`config.mk`:
```
export PLATFORM = sky130hd
export DESIGN_NAME = fetch_unit_flat
export DESIGN_NICKNAME = d
export VERILOG_FILES = /design/src/rtl/fetch_unit_if.sv /design/src/rtl/fetch_unit.sv /design/src/flat_wrapper.sv
export SDC_FILE = /design/constraint.sdc
export NUM_CORES = 1
export LEC_CHECK = 0
export CORE_MARGIN = 2
export CORE_UTILIZATION = 30
export CTS_BUF_LIST = sky130_fd_sc_hd__clkbuf_16
export DETAILED_ROUTE_END_ITERATION = 7
export GPL_TIMING_DRIVEN = 0
export HOLD_SLACK_MARGIN = 0.03
export PLACE_DENSITY_LB_ADDON = 0.08
export SYNTH_ARGS = -nofsm -noshare
export SYNTH_HDL_FRONTEND = slang
export SYNTH_SLANG_ARGS = --single-unit
```
`constraint.sdc`:
```
create_clock -name clk -period 3.43 [get_ports clk]
set_clock_uncertainty 0.2 [all_clocks]
set_input_delay 0.686 -clock clk [delete_from_list [all_inputs] [get_ports clk]]
set_output_delay 0.686 -clock clk [all_outputs]
set_load 0.02 [all_outputs]
```
`src/rtl/fetch_unit_if.sv`:
```
// fetch_unit_if: instruction-memory request/response channel between the fetch stage and imem
interface fetch_unit_if #(
    parameter int XLEN = 32
);
    logic            req;
    logic [XLEN-1:0] addr;
    logic            ready;
    logic            rvalid;
    logic [XLEN-1:0] rdata;
    modport master (output req, addr, input ready, rvalid, rdata);
    modport slave  (input req, addr, output ready, rvalid, rdata);
endinterface

```
`src/rtl/fetch_unit.sv`:
```
// fetch_unit: RV32I fetch stage with one outstanding imem request, an output register and a one-entry skid buffer
module fetch_unit #(
    parameter int              XLEN     = 32,
    parameter logic [XLEN-1:0] RESET_PC = '0,
    parameter logic [XLEN-1:0] NOP      = 32'h0000_0013
) (
    input  logic            clk,
    input  logic            rst_n,
    fetch_unit_if.master    imem,
    input  logic            redirect,
    input  logic [XLEN-1:0] redirect_pc,
    input  logic            stall,
    output logic [XLEN-1:0] instr,
    output logic [XLEN-1:0] instr_pc,
    output logic            instr_valid
);
    typedef enum logic [1:0] {IDLE, REQ, WAIT, HOLD} state_t;
    state_t          state, state_n;
    logic [XLEN-1:0] pc, pc_n, out_q, out_n, out_pc_n;
    logic [XLEN-1:0] pend_instr, pend_instr_n, pend_pc, pend_pc_n;
    logic            drop, drop_n, valid_n, consume, load;
    assign consume   = instr_valid & ~stall;
    assign load      = ~drop & (~instr_valid | consume);
    assign imem.req  = state == REQ;
    assign imem.addr = pc;
    assign instr     = instr_valid ? out_q : NOP;
    always_comb begin
        state_n      = state;
        pc_n         = pc;
        drop_n       = drop;
        out_n        = out_q;
        out_pc_n     = instr_pc;
        valid_n      = instr_valid & ~consume;
        pend_instr_n = pend_instr;
        pend_pc_n    = pend_pc;
        case (state)
            IDLE: state_n = REQ;
            REQ:  state_n = imem.ready ? WAIT : REQ;
            WAIT: if (imem.rvalid) begin
                drop_n       = 1'b0;
                state_n      = (drop || load) ? REQ : HOLD;
                pc_n         = drop ? pc : pc + XLEN'(4);
                out_n        = load ? imem.rdata : out_q;
                out_pc_n     = load ? pc : instr_pc;
                valid_n      = load | valid_n;
                pend_instr_n = (!drop && !load) ? imem.rdata : pend_instr;
                pend_pc_n    = (!drop && !load) ? pc : pend_pc;
            end
            HOLD: if (consume) begin
                out_n    = pend_instr;
                out_pc_n = pend_pc;
                valid_n  = 1'b1;
                state_n  = REQ;
            end
        endcase
        // A redirect wins over everything; a request already accepted must have its reply discarded
        if (redirect) begin
            pc_n         = redirect_pc & ~XLEN'(3);
            valid_n      = 1'b0;
            pend_instr_n = '0;
            pend_pc_n    = '0;
            drop_n       = (state == REQ && imem.ready) || (state == WAIT && !imem.rvalid);
            state_n      = drop_n ? WAIT : REQ;
        end
    end
    always_ff @(posedge clk or negedge rst_n) begin
        if (!rst_n) begin
            state       <= IDLE;
            pc          <= RESET_PC;
            drop        <= 1'b0;
            out_q       <= NOP;
            instr_pc    <= '0;
            instr_valid <= 1'b0;
            pend_instr  <= '0;
            pend_pc     <= '0;
        end else begin
            state       <= state_n;
            pc          <= pc_n;
            drop        <= drop_n;
            out_q       <= out_n;
            instr_pc    <= out_pc_n;
            instr_valid <= valid_n;
            pend_instr  <= pend_instr_n;
            pend_pc     <= pend_pc_n;
        end
    end
endmodule

```
`src/flat_wrapper.sv`:
```
// flat-port wrapper written by rule: the top's interface ports become plain ports
module fetch_unit_flat 
#(
    parameter int              XLEN     = 32,
    parameter logic [XLEN-1:0] RESET_PC = '0,
    parameter logic [XLEN-1:0] NOP      = 32'h0000_0013
)
  (clk, rst_n, redirect, redirect_pc, stall, instr, instr_pc, instr_valid, imem_req, imem_addr, imem_ready, imem_rvalid, imem_rdata);
  fetch_unit_if #(.XLEN(XLEN)) imem_i ();
  input  logic clk;
  input  logic rst_n;
  input  logic redirect;
  input  logic [XLEN-1:0] redirect_pc;
  input  logic stall;
  output logic [XLEN-1:0] instr;
  output logic [XLEN-1:0] instr_pc;
  output logic instr_valid;
  output wire logic [$bits(imem_i.req)-1:0] imem_req;
  output wire logic [$bits(imem_i.addr)-1:0] imem_addr;
  input wire logic [$bits(imem_i.ready)-1:0] imem_ready;
  input wire logic [$bits(imem_i.rvalid)-1:0] imem_rvalid;
  input wire logic [$bits(imem_i.rdata)-1:0] imem_rdata;
  assign imem_req = imem_i.req;
  assign imem_addr = imem_i.addr;
  assign imem_i.ready = imem_ready;
  assign imem_i.rvalid = imem_rvalid;
  assign imem_i.rdata = imem_rdata;
  fetch_unit #(.XLEN(XLEN), .RESET_PC(RESET_PC), .NOP(NOP)) u_core (.clk(clk), .rst_n(rst_n), .imem(imem_i), .redirect(redirect), .redirect_pc(redirect_pc), .stall(stall), .instr(instr), .instr_pc(instr_pc), .instr_valid(instr_valid));
endmodule
```
==> impl_metrics.toml, run 1 <==
[timing]
rsz0062_at_grt = "false"
tightest_slew_ns = 0.813
finalCritPeriodShare = 0.913
fmax_mhz = 319
setup_viol = 0
finalHoldViolCount = 0
slew_headroom = 0.458
timing.hold.ws_ns = 0.301
period_needed_ns = 3.13
setup_ws_ns = 0.298
drv_slew = 0

[floorplanning]
io_pins = 168
placementRows = 59
core_sq_um = 26000
start_util = 0.304
die_h_um = 166
dieArea_sq_um = 27600
die_width_um = 166

[synthesis]
synth_ff_type = "dfrtp_1"
synth_cell_type_count = 55
ys_seq_area_frac = 0.507
syn_area_per_cell_sq_um = 10.3
synthArstFlopShare = 1.00
synthSimpleGateAreaFrac = 0.170
synth-compound-area-share = 0.0923
synth_mux_area_frac = 0.176
synth_xor_area_frac = 0.00998
syn_inst = 766
synth_fa_ha_area_frac = 0.00634
synth_top_family_by_area = "multiplexers"
synth_seq_cells = 160
netlist_area_sq_um = 7900
synth_edf_count = 0
synth_warnings = 0

[worst_setup_path]
path_cells = "inv_1, ha_1, buf_2, and3b_1, clkbuf_1, a21oi_1, o32a_1, clkbuf_1, buf_2, mux2_2"
r2r-end = "u_core.out_q[19]$_DFFE_PN0P_"
max_stage_delay_ns = 0.56
cp-end-kind = "register"
reg2reg_from = "u_core.state[0]$_DFFE_PN0P_"
r2r_slack_ns = 0.30
critPathMaxFanout = 10
critPathArrivalTime_ns = 3.24
cp_slowest_cell = "clkbuf_1"
ff2ff_path_depth = 10
critical_path_required_ns = 3.54
cp-start-kind = "register"
critical_path_class = "reg -> reg"

[layout]
syn2layout_area_growth_pct = 33.9
insertedDiodeCount = 0
layout-drive-gt1-share = 0.190
nNetsFinal = 1024
final_cell_area_sq_um = 10600

[grt]
grt_pass1_vias = 6354
overflow = 0
antenna_found_initial = 0
grt_max_degree = 105
grt_pass1_wl_mm = 37.7
grtUsageTotal = 0.174

[power]
p_leak_nw = 4.25
power_density_nw_per_um2 = 595
ir_drop_mv = 0.300

[clock_network]
clk_latency_ns = 0.43
cts_tree = "yes"
clockBufferDepth = 2
cts_buffers = 17
cts.reportedPaths.clkPinSlew_ns = 0.07
htreeDepth = 4
root_buffer = "clkbuf_16"
clock-sinks = 160

[hold_path]
hold_depth = 1
hold_class = "reg -> reg"
min-delay-start = "u_core.out_q[24]$_DFFE_PN0P_"
hold_end = "u_core.out_q[24]$_DFFE_PN0P_"

[drt]
antenna_left = 0
first_pass_iters = 4
vias_per_cell = 4.82
drt_iter0_markers = 332
vias = 6258
wire_per_inst_um = 18.3
drc = 0
totalWireLength_mm = 23.8

[placement]
place_ws_ns = -0.138
hpwl_mm = 16.5
io_buffers = 163
place.gp.congestion = 0.743
place_area_sq_um = 9990

[outcome]
status = "completed"

[job]
cap_violations = 0
## metrics by stage
stage                     power [mW]  instances   util  setup TNS [ns]
after detailed placement        4.43       1266  0.384           -5.14
final                           6.29       1298  0.407               0
after global routing            6.62       1298  0.407               0
after global placement          4.42       1265  0.383         -940.98
after floorplan                 3.58        767      -               0
after CTS                       6.38       1299  0.407               0
## kinds of logic (layout without fill, tap and decap cells)
logic type | count (synthesis) | count (layout)
xor gates and xnor gates | 9 | 9
buffers and inverters | 68 | 264
muxes | 124 | 124
and+or+nand+nor | 275 | 275
AOI/OAI and AO/OA | 125 | 125
adders and majority gates | 4 | 4
DFF | 160 | 160
other | 1 | 2
## placed cells by master (no fill, tap or decap), types with 6 or more instances in the layout
| cell | synthesis | layout |
|---|---|---|
| a21oi_1 | 66 | 66 |
| a31oi_1 | 15 | 15 |
| and2_1 | 32 | 32 |
| buf_2 | 10 | 10 |
| clkbuf_1 | 44 | 41 |
| clkbuf_16 | 0 | 17 |
| clkdlybuf4s50_1 | 0 | 162 |
| dfrtp_1 | 157 | 157 |
| inv_1 | 6 | 6 |
| mux2_2 | 121 | 121 |
| nand2_1 | 154 | 154 |
| nand2b_1 | 6 | 6 |
| nand3_1 | 10 | 10 |
| nand4_1 | 10 | 10 |
| nor2_1 | 17 | 17 |
| o21ai_0 | 17 | 17 |
| o31ai_1 | 12 | 12 |
| or4_1 | 16 | 16 |
## routing by layer
metal | vias to the layer above | global-route usage | wire, um
met4 | 0 | 0.0390 | 224
met2 | 137 | 0.263 | 10500
li1 | 3052 | - | -
met3 | 10 | 0.0386 | 999
met1 | 3059 | 0.256 | 12000
met5 | - | 0 | 0
## how the worst max path moves through the flow
stage | from | end | depth (start not counted)
after floorplan | u_core.state[0]$_DFFE_PN0P_ | u_core.out_q[22]$_DFFE_PN0P_ | 10
after global placement | rst_n | u_core.out_q[16]$_DFFE_PN0P_ | 1
after detailed placement | imem_rvalid | u_core.out_q[19]$_DFFE_PN0P_ | 8
after CTS | u_core.instr_valid$_DFF_PN0_ | instr[31] | 4
after global routing | u_core.state[0]$_DFFE_PN0P_ | u_core.out_q[12]$_DFFE_PN0P_ | 10
final | u_core.state[0]$_DFFE_PN0P_ | u_core.out_q[19]$_DFFE_PN0P_ | 10
## area by class of cell
type / count / area, sq um
plain buffers: 59 / 260
clock buffers: 17 / 425
clock inverters: 15 / 153
fillers: 2623 / 15400
inverters: 8 / 30.0
multi-input cells: 539 / 3600
flip-flops and latches: 160 / 4010
well taps: 335 / 419
repair buffers: 165 / 1670
## power breakdown
| group | total (mW) | switching, mW | internal, mW |
|---|---|---|---|
| Clock | 1.92 | 0.893 | 1.03 |
| Sequential | 2.53 | 0.243 | 2.29 |
| Combinational | 1.83 | 0.847 | 0.987 |
## state kept, by name (all words and copies together) (netlist names)
name,flops
u_core.state,2
u_core.pend_pc,31
u_core.pend_instr,32
u_core.instr_pc,31
u_core.out_q,32
u_core.imem.addr,30
u_core.instr_valid,1
u_core.drop,1
## Yosys cell counts, drive strengths merged, types with 2 or more instances
| master | number | share of area |
|---|---|---|
| a21boi | 2 | 0.0019 |
| a21oi | 66 | 0.042 |
| a221o | 2 | 0.0025 |
| a31oi | 15 | 0.012 |
| and2 | 32 | 0.025 |
| and3 | 4 | 0.0033 |
| and4 | 3 | 0.0035 |
| buf | 15 | 0.012 |
| clkbuf | 45 | 0.022 |
| clkinv | 2 | 0.00095 |
| dfrtp | 157 | 0.50 |
| dfstp | 3 | 0.010 |
| ha | 4 | 0.0063 |
| inv | 6 | 0.0029 |
| mux2 | 121 | 0.17 |
| mux2i | 3 | 0.0038 |
| nand2 | 154 | 0.073 |
| nand2b | 6 | 0.0048 |
| nand3 | 11 | 0.0076 |
| nand4 | 11 | 0.0095 |
| nor2 | 17 | 0.0081 |
| nor2b | 2 | 0.0016 |
| nor3 | 3 | 0.0019 |
| nor4 | 3 | 0.0024 |
| o211ai | 2 | 0.0019 |
| o21ai | 17 | 0.011 |
| o311a | 2 | 0.0025 |
| o31ai | 12 | 0.011 |
| or3 | 5 | 0.0040 |
| or4 | 17 | 0.017 |
| xnor2 | 5 | 0.0055 |
| xor2 | 4 | 0.0044 |
## repair_timing
action	CTS	global route
hold endpoints to repair	56	0
resized for setup	0	4
hold buffers	1	0
setup endpoints to repair	0	20
setup buffers	0	0
## worst max-delay path: cells and delay by family (launching register included)
kind            cells  cell delay (ns)
compound gates      2             0.29
flops               1             0.40
buf+inv             5             1.38
mux                 1             0.38
fa+ha+maj           1             0.19
simple gates        1             0.18
Power figures use the tool's default switching activity.
==> inputs of run 2 (changes only) <==
- CAP_MARGIN: not set -> 10
==> results of run 2 <==
No change in the layout: final DEF, timing and power equal those of run 1.
